--- src/rtl/frame_buf_ctrl.sv ---
// frame_buf_ctrl: ping-pong controller for two 24-bit pixel frame buffers.
// The front buffer is scanned out in raster order. The back buffer takes
// random-access host writes. Front/back are exchanged only at frame
// boundaries, so the display never shows a torn frame.
module frame_buf_ctrl #(
  parameter int H_ACTIVE = 100,
  parameter int V_ACTIVE = 100,
  parameter int ADDR_W   = 20
) (
  input  logic              clk,
  input  logic              reset,
  input  logic              scan_en,
  input  logic              swap_req,
  output logic              swap_done,
  output logic              front_sel,
  input  logic              wr_valid,
  output logic              wr_ready,
  input  logic [ADDR_W-1:0] wr_addr,
  input  logic [31:0]       wr_data,
  output logic              wr_err,
  output logic              b0_re,
  output logic              b0_we,
  output logic [ADDR_W-1:0] b0_addr,
  output logic [31:0]       b0_wdata,
  input  logic [7:0]        b0_r,
  input  logic [7:0]        b0_g,
  input  logic [7:0]        b0_b,
  output logic              b1_re,
  output logic              b1_we,
  output logic [ADDR_W-1:0] b1_addr,
  output logic [31:0]       b1_wdata,
  input  logic [7:0]        b1_r,
  input  logic [7:0]        b1_g,
  input  logic [7:0]        b1_b,
  output logic              pix_valid,
  output logic [7:0]        pix_r,
  output logic [7:0]        pix_g,
  output logic [7:0]        pix_b,
  output logic [15:0]       pix_x,
  output logic [15:0]       pix_y,
  output logic              pix_sof,
  output logic              pix_eol
);

  localparam int                DEPTH     = H_ACTIVE * V_ACTIVE;
  localparam logic [ADDR_W-1:0] LAST_ADDR = ADDR_W'(DEPTH - 1);
  localparam logic [ADDR_W-1:0] DEPTH_A   = ADDR_W'(DEPTH);
  localparam logic [ADDR_W-1:0] ADDR_ZERO = {ADDR_W{1'b0}};
  localparam logic [ADDR_W-1:0] ADDR_ONE  = ADDR_W'(1);
  localparam logic [15:0]       X_LAST    = 16'(H_ACTIVE - 1);

  typedef enum logic [1:0] {
    ST_IDLE      = 2'd0,
    ST_SCAN      = 2'd1,
    ST_FRAME_END = 2'd2
  } state_t;

  state_t            state_q, state_d;
  logic [ADDR_W-1:0] addr_q, addr_d;
  logic [15:0]       x_q, x_d;
  logic [15:0]       y_q, y_d;
  logic              front_sel_q, front_sel_d;
  logic              pending_q, pending_d;
  logic              swap_done_q, swap_done_d;
  logic              wr_ready_q, wr_ready_d;
  logic              wr_err_q, wr_err_d;
  logic              pix_valid_q, pix_valid_d;
  logic              pix_sel_q, pix_sel_d;
  logic [15:0]       pix_x_q, pix_x_d;
  logic [15:0]       pix_y_q, pix_y_d;
  logic              pix_sof_q, pix_sof_d;
  logic              pix_eol_q, pix_eol_d;

  logic rd_en_s;
  logic wr_acc_s;
  logic wr_in_s;
  logic wr_we_s;

  // Scan sequencer: next state and raster position of the next read issue.
  always_comb begin
    state_d = state_q;
    addr_d  = addr_q;
    x_d     = x_q;
    y_d     = y_q;
    case (state_q)
      ST_IDLE: begin
        if (scan_en) begin
          state_d = ST_SCAN;
        end else begin
          state_d = ST_IDLE;
        end
      end
      ST_SCAN: begin
        if (addr_q == LAST_ADDR) begin
          state_d = ST_FRAME_END;
          addr_d  = ADDR_ZERO;
          x_d     = 16'd0;
          y_d     = 16'd0;
        end else begin
          addr_d = addr_q + ADDR_ONE;
          if (x_q == X_LAST) begin
            x_d = 16'd0;
            y_d = y_q + 16'd1;
          end else begin
            x_d = x_q + 16'd1;
            y_d = y_q;
          end
        end
      end
      ST_FRAME_END: begin
        // scan_en is only sampled here, so a frame always runs to completion.
        if (scan_en) begin
          state_d = ST_SCAN;
        end else begin
          state_d = ST_IDLE;
        end
      end
      default: begin
        state_d = ST_IDLE;
        addr_d  = ADDR_ZERO;
        x_d     = 16'd0;
        y_d     = 16'd0;
      end
    endcase
  end

  // Swap bookkeeping: the toggle cycle is decided one cycle ahead so that
  // swap_done and the wr_ready stall are plain flops; front_sel flips at the
  // end of the toggle cycle, and a request landing in that cycle re-arms.
  always_comb begin
    pending_d   = (pending_q & ~swap_done_q) | swap_req;
    swap_done_d = pending_d & ((state_d == ST_FRAME_END) | (state_d == ST_IDLE));
    front_sel_d = front_sel_q ^ swap_done_q;
    wr_ready_d  = ~swap_done_d;
  end

  // Host write handshake and out-of-range detection.
  always_comb begin
    wr_acc_s = wr_valid & wr_ready;
    wr_in_s  = (wr_addr < DEPTH_A);
    wr_we_s  = wr_acc_s & wr_in_s;
    wr_err_d = wr_acc_s & ~wr_in_s;
  end

  // Buffer ports: front gets reads only, back gets writes only.
  always_comb begin
    rd_en_s = (state_q == ST_SCAN);
    b0_re   = rd_en_s & ~front_sel_q;
    b1_re   = rd_en_s & front_sel_q;
    b0_we   = wr_we_s & front_sel_q;
    b1_we   = wr_we_s & ~front_sel_q;
    if (b0_re) begin
      b0_addr = addr_q;
    end else if (b0_we) begin
      b0_addr = wr_addr;
    end else begin
      b0_addr = ADDR_ZERO;
    end
    if (b1_re) begin
      b1_addr = addr_q;
    end else if (b1_we) begin
      b1_addr = wr_addr;
    end else begin
      b1_addr = ADDR_ZERO;
    end
    if (b0_we) begin
      b0_wdata = wr_data;
    end else begin
      b0_wdata = 32'd0;
    end
    if (b1_we) begin
      b1_wdata = wr_data;
    end else begin
      b1_wdata = 32'd0;
    end
  end

  // Pixel sideband follows the read by one cycle to line up with the RAM data.
  always_comb begin
    pix_valid_d = rd_en_s;
    pix_sel_d   = front_sel_q;
    if (rd_en_s) begin
      pix_x_d   = x_q;
      pix_y_d   = y_q;
      pix_sof_d = (addr_q == ADDR_ZERO);
      pix_eol_d = (x_q == X_LAST);
    end else begin
      pix_x_d   = 16'd0;
      pix_y_d   = 16'd0;
      pix_sof_d = 1'b0;
      pix_eol_d = 1'b0;
    end
  end

  // State register for the sequencer, swap control, write status and pixel pipe.
  always_ff @(posedge clk) begin
    if (reset) begin
      state_q     <= ST_IDLE;
      addr_q      <= ADDR_ZERO;
      x_q         <= 16'd0;
      y_q         <= 16'd0;
      front_sel_q <= 1'b0;
      pending_q   <= 1'b0;
      swap_done_q <= 1'b0;
      wr_ready_q  <= 1'b0;
      wr_err_q    <= 1'b0;
      pix_valid_q <= 1'b0;
      pix_sel_q   <= 1'b0;
      pix_x_q     <= 16'd0;
      pix_y_q     <= 16'd0;
      pix_sof_q   <= 1'b0;
      pix_eol_q   <= 1'b0;
    end else begin
      state_q     <= state_d;
      addr_q      <= addr_d;
      x_q         <= x_d;
      y_q         <= y_d;
      front_sel_q <= front_sel_d;
      pending_q   <= pending_d;
      swap_done_q <= swap_done_d;
      wr_ready_q  <= wr_ready_d;
      wr_err_q    <= wr_err_d;
      pix_valid_q <= pix_valid_d;
      pix_sel_q   <= pix_sel_d;
      pix_x_q     <= pix_x_d;
      pix_y_q     <= pix_y_d;
      pix_sof_q   <= pix_sof_d;
      pix_eol_q   <= pix_eol_d;
    end
  end

  // Scan-out data comes straight from the registered RAM outputs of the
  // buffer that was front when the read was issued.
  always_comb begin
    if (pix_valid_q) begin
      if (pix_sel_q) begin
        pix_r = b1_r;
        pix_g = b1_g;
        pix_b = b1_b;
      end else begin
        pix_r = b0_r;
        pix_g = b0_g;
        pix_b = b0_b;
      end
    end else begin
      pix_r = 8'd0;
      pix_g = 8'd0;
      pix_b = 8'd0;
    end
  end

  assign swap_done = swap_done_q;
  assign front_sel = front_sel_q;
  // Gating with reset keeps writes blocked from the first reset cycle on.
  assign wr_ready  = wr_ready_q & ~reset;
  assign wr_err    = wr_err_q;
  assign pix_valid = pix_valid_q;
  assign pix_x     = pix_x_q;
  assign pix_y     = pix_y_q;
  assign pix_sof   = pix_sof_q;
  assign pix_eol   = pix_eol_q;

endmodule

--- config.mk ---
export PLATFORM = sky130hd
export DESIGN_NAME = frame_buf_ctrl
export DESIGN_NICKNAME = d
export VERILOG_FILES = /design/src/rtl/frame_buf_ctrl.sv
export SDC_FILE = /design/constraint.sdc
export NUM_CORES = 1
export LEC_CHECK = 0
export ABC_AREA = 1
export CAP_MARGIN = 20
export CELL_PAD_IN_SITES_DETAIL_PLACEMENT = 0
export CELL_PAD_IN_SITES_GLOBAL_PLACEMENT = 1
export CORE_MARGIN = 2
export CORE_UTILIZATION = 27
export CTS_BUF_LIST = sky130_fd_sc_hd__clkbuf_4
export CTS_CLUSTER_SIZE = 8
export DETAILED_ROUTE_END_ITERATION = 6
export PLACE_DENSITY_LB_ADDON = 0.08
export SLEW_MARGIN = 20
export SYNTH_ARGS = -nofsm -noshare
export SYNTH_HDL_FRONTEND = slang
export SYNTH_SLANG_ARGS = --single-unit
--- constraint.sdc ---
create_clock -name clk -period 1.84 [get_ports clk]
set_input_delay 0.368 -clock clk [delete_from_list [all_inputs] [get_ports clk]]
set_output_delay 0.368 -clock clk [all_outputs]
set_load 0.01 [all_outputs]
# [Word-level counts from Yosys, hierarchy flattened]
# Cells that the tools add are included.
# Widths: inputs -> output; s select.
[op_classes] n_reduce_logical=6 add_sub_neg=3 bitwise_logic=20 eq_ne=6 n_mux=23 order_cmp=1
[op_table] op="$mux 20" count=5
[op_table] op="$mux 16" count=4
[op_table] op="$mux 32" count=2
[op_table] op="$pmux 16 s2" count=2
[op_table] op="$mux 8" count=6
[op_table] op="$pmux 20 s2" count=1
[op_table] op="$add 16x1->16 const B" count=2
[op_table] op="$add 20x1->20 const B" count=1
[op_table] op="$eq 20x14->1 const B" count=1
[op_table] op="$logic_not 20->1" count=1
[op_table] op="$lt 20x14->1 const B" count=1
[op_table] op="$eq 16x7->1 const B" count=1
[op_table] op="$and 1x1->1" count=10
[op_table] op="$not 1->1" count=7
[op_table] op="$eq 2x2->1 const B" count=2
[op_table] op="$logic_not 2->1" count=2
[op_table] op="$pmux 2 s2" count=1
[op_table] op="$reduce_or 2->1" count=2
[op_table] op="$ne 3x1->1 const B" count=1
[op_table] op="$eq 2x1->1 const B" count=1
[op_table] op="$mux 2" count=1
[op_table] op="$or 1x1->1" count=2
[op_table] op="$reduce_and 2->1" count=1
[op_table] op="$mux 1" count=1
[op_table] op="$xor 1x1->1" count=1
[word_totals] output_inout_bits=171 ff_bits=95 input_bits=105 word_cells=74

# [Depth between registers and ports, before layout]
[depth] depth_word=7 mapped_depth=13 ltp_nobuf=11

# [Least setup slack after synthesis]
# No wires, ideal clock.
[synth_path] kind="register to output" startpoint="reg state_q[0]" endpoint="out b0_addr[10]" stages_incl_launch_ff=9 t_required_ps=1472 n_path_buf=2 setup_slack_ps=73 t_arrival_ps=1399 cell_sequence="dfxtp_1 -> buf_4 -> inv_2 -> nor2_4 -> inv_1 -> nor2_2 -> buf_2 -> nand2_1 -> o21ai_0"
[synth_via] elab_chain_cells=3
[synth_rtl] element="start: declaration" line="58" text="state_t state_q, state_d;"
[synth_rtl] element="start signal: assignment" line="214" text="state_q <= state_d;"
[synth_rtl] element="$eq 2x1->1" line="147" text="rd_en_s = (state_q == ST_SCAN);"
[synth_rtl] element="$and 1x1->1" line="148" text="b0_re = rd_en_s & ~front_sel_q;"
[synth_rtl] element="via b0_re" line="21" text="output logic b0_re,"
[synth_rtl] element="$mux 20" line="152" text="if (b0_re) begin"
[synth_rtl] element="end: declaration" line="23" text="output logic [ADDR_W-1:0] b0_addr,"
# The timed path passes the listed nets, and every way through them passes these cells.

# [Worst setup path after layout]
[layout_path] startpoint="in wr_addr[18]" endpoint="out b1_addr[3]"
[layout_via] elab_chain_cells=5
[layout_rtl] element="start: declaration" line="18" text="input logic [ADDR_W-1:0] wr_addr,"
[layout_rtl] element="$lt 20x14->1" line="140" text="wr_in_s = (wr_addr < DEPTH_A);"
[layout_rtl] element="$and 1x1->1" line="141" text="wr_we_s = wr_acc_s & wr_in_s;"
[layout_rtl] element="$and 1x1->1" line="151" text="b1_we = wr_we_s & ~front_sel_q;"
[layout_rtl] element="$mux 20" line="161" text="end else if (b1_we) begin"
[layout_rtl] element="$mux 20" line="159" text="if (b1_re) begin"
[layout_rtl] element="end: declaration" line="30" text="output logic [ADDR_W-1:0] b1_addr,"
# No other way between the ends.

==> impl_metrics.env <==
export IMPL_start_kind="primary input"
export IMPL_drt_iter0_markers=319
export IMPL_layout_setup_ws_ns=-0.512
export IMPL_io_buffers=275
export IMPL_cts_sinks=95
export IMPL_fin_worst_skew_ns=0.0242
export IMPL_routed_wl_mm=25.0
export IMPL_cp_arrival_ns=1.98
export IMPL_dieWidth_um=148
export IMPL_yosysSeqAreaShare_pct=34.2
export IMPL_reg2reg_depth=9
export IMPL_drive_gt1_share_pct=36.9
export IMPL_total_power_mw=4.36
export IMPL_whs_path_depth=3
export IMPL_critPathCaptureType="primary output"
export IMPL_yosysUniqueCellTypes=33
export IMPL_status="finished with violations"
export IMPL_dieArea_um2=21800
export IMPL_final_antenna_net_count=0
export IMPL_ys_warnings_count=0
export IMPL_rows=52
export IMPL_crit_type="in2out"
export IMPL_cts_hold_buf=0
export IMPL_cts_buffers=9
export IMPL_root_buffer="clkbuf_4"
export IMPL_crit_end="b1_addr[3]"
export IMPL_nNetsFinal=1401
export IMPL_slew_violations=0
export IMPL_place_ws_ns=-1.03
export IMPL_cts_tree="built"
export IMPL_synth_nets=1025
export IMPL_vdd_drop_max_uv=438
export IMPL_antenna_found_initial=1
export IMPL_htreeDepth=3
export IMPL_hpwl_mm=17.9
export IMPL_drc=0
export IMPL_grt_pass1_vias=6760
export IMPL_grt_overflow_total=0
export IMPL_viasPerCell=4.52
export IMPL_violations="setup timing"
export IMPL_fp_dieH_um=148
export IMPL_grt_max_degree=26
export IMPL_critPathRequiredTime_ns=1.47
export IMPL_crit_start="wr_addr[18]"
export IMPL_hold_slack_ns=0.460
export IMPL_tightest_slew_ns=0.359
export IMPL_hold_class="in2reg"
export IMPL_clk_pin_slew_ns=0.16
export IMPL_clockBufferDepth=2
export IMPL_grtUsageTotal_pct=22.0
export IMPL_synth_area_um2=5570
export IMPL_rr_startpoint="addr_q[0]"
export IMPL_drt_first_pass_iters=4
export IMPL_core_area_um2=20200
export IMPL_globalplace_congestion=0.882
export IMPL_timing_final_crit_share_pct=128
export IMPL_ys_ff_latch=95
export IMPL_io_pins=276
export IMPL_clk_latency_ns=0.49
export IMPL_synth_avg_cell_area_um2=6.08
export IMPL_fillers=2033
export IMPL_p_leak_nw=4.61
export IMPL_rsz0062_at_grt="yes"
export IMPL_start_util_pct=27.5
export IMPL_syn_inst=916
export IMPL_grt_pass1_wl_mm=37.7
export IMPL_reg2reg_setup_slack_ns=0.10
export IMPL_clock_fmax_mhz=425
export IMPL_drv_cap=0
export IMPL_num_vias=7103
export IMPL_period_needed_ns=2.35
export IMPL_synthToLayoutAreaGrowth_pct=90.9
export IMPL_crit_fanout=5
export IMPL_reg2reg_to="x_q[8]"
export IMPL_power_density_nw_per_um2=410
export IMPL_hold_violations=0
export IMPL_slew_headroom_pct=76.0
export IMPL_wl_per_cell_um=15.9
export IMPL_setup_viol=129
-- report_power, final --
group	internal [mW]	leakage (nW)	switching [mW]
registers	2.08	0.773	0.0147
clock network	0.461	0.0893	0.853
logic	0.473	3.75	0.477
total	3.02	4.61	1.34
-- worst max-delay path, stage by stage --
cell,delay (ns)
clkdlybuf4s50_1,0.44
nor3_2,0.19
buf_4,0.14
nand4_1,0.12
buf_6,0.17
buf_12,0.14
clkbuf_16,0.15
o21ai_2,0.10
buf_2,0.16
-- routing by layer --
| layer | part of all wire (%) | track usage (%) | wire, um | vias up |
|---|---|---|---|---|
| li1 | - | - | - | 3627 |
| met1 | 44 | 28.4 | 11000 | 3252 |
| met2 | 49 | 36.9 | 12100 | 195 |
| met3 | 5.3 | 4.57 | 1320 | 29 |
| met4 | 2.1 | 6.63 | 527 | 0 |
| met5 | 0 | 0 | 0 | - |
-- kinds of logic (layout without fill, tap and decap cells) --
logic type      count (synthesis)  in the layout  synth area share (%)
xor+xnor                        7              7                  1.10
buf+inv                       178            559                  13.3
fa+ha+maj                       4              4                 0.899
other cells                     0              3                     0
compound gates                105            105                  9.53
flops                          95             95                  34.2
simple gates                  527            527                  41.0
-- how the worst min path moves through the flow --
| stage | start | end | slack, ns |
|---|---|---|---|
| 6_report | scan_en | state_q[0] | 0.46 |
| 5_1_grt | scan_en | state_q[0] | 0.43 |
| 4_1_cts | scan_en | state_q[0] | 0.42 |
| 3_5_place_dp | addr_q[19] | addr_q[19] | 0.46 |
| 3_3_place_gp | addr_q[19] | addr_q[19] | 0.45 |
| 2_1_floorplan | y_q[15] | pix_y[15] | 0.43 |
-- area by class of cell --
class / instances / area (um2) / area share, %
repair buffers: 411 / 3950 / 37.2
multi-input cells: 643 / 3710 / 34.9
flip-flops and latches: 95 / 1920 / 18.1
inverters: 131 / 526 / 4.95
well taps: 270 / 338 / 3.18
clock inverters: 7 / 97.6 / 0.918
clock buffers: 9 / 67.6 / 0.636
repair inverters: 1 / 11.3 / 0.106
diodes: 3 / 7.51 / 0.0706
-- stage by stage --
stage | cells | TNS [ns] | util, % | area (um2)
CTS | 1561 | -41.82 | 47.3 | 9580
global placement | 1496 | -94.30 | 44.9 | 9090
global route | 1570 | -52.78 | 52.5 | 10600
finish | 1570 | -40.76 | 52.5 | 10600
detailed placement | 1496 | -95.13 | 44.9 | 9090
floorplan | 916 | 0 | - | 5570
-- cell usage in the layout (no fill, tap or decap), types with 6 or more instances in the layout --
master / Yosys / routed
buf_12: 0 / 16
buf_2: 16 / 69
clkdlybuf4s50_1: 0 / 127
buf_4: 5 / 82
nand3_1: 63 / 63
a21oi_1: 29 / 29
nor3_1: 13 / 11
clkbuf_4: 0 / 9
nand2_1: 166 / 163
buf_6: 3 / 88
nor4_1: 6 / 6
nor2_1: 230 / 134
o21ai_2: 0 / 35
nor2_4: 1 / 71
nand4_1: 20 / 20
nor3_2: 9 / 10
dfxtp_1: 95 / 83
dlygate4sd2_1: 0 / 15
o21ai_0: 66 / 18
inv_1: 127 / 117
o21ai_1: 8 / 18
inv_2: 4 / 8
nor2_2: 6 / 32
dfxtp_2: 0 / 11
buf_8: 1 / 7
-- cell usage after synthesis (all sizes together) --
master / n / area share, %
nor2: 237 / 16
nand2: 169 / 12
inv: 131 / 8.8
dfxtp: 95 / 34
o21ai: 74 / 6.7
nand3: 68 / 6.7
a21oi: 30 / 2.8
buf: 29 / 3.3
nor3: 22 / 2.8
nand4: 20 / 2.2
clkbuf: 18 / 1.2
nor4: 6 / 0.67
xor2: 5 / 0.79
ha: 4 / 0.90
nand3b: 2 / 0.27
or2: 2 / 0.22
xnor2: 2 / 0.31
and2: 1 / 0.11
o22ai: 1 / 0.11
-- flip-flops by register name, indices dropped and copies added, names as in the netlist --
register and count:
pix_sel_q 1, front_sel 1, pix_sof 1, pix_y 16, x_q 16, state_q 2, pending_q 1, y_q 16
pix_valid 1, wr_err 1, swap_done 1, wr_ready_q 1, addr_q 20, pix_x 16, pix_eol 1
-- what timing repair did --
action	CTS	global route
pin swaps	15	40
resized for setup	735	271
setup buffers	40	14
cloned	11	3
setup endpoints to repair	136	164
Note: power is estimated with default switching activity, not from simulation.
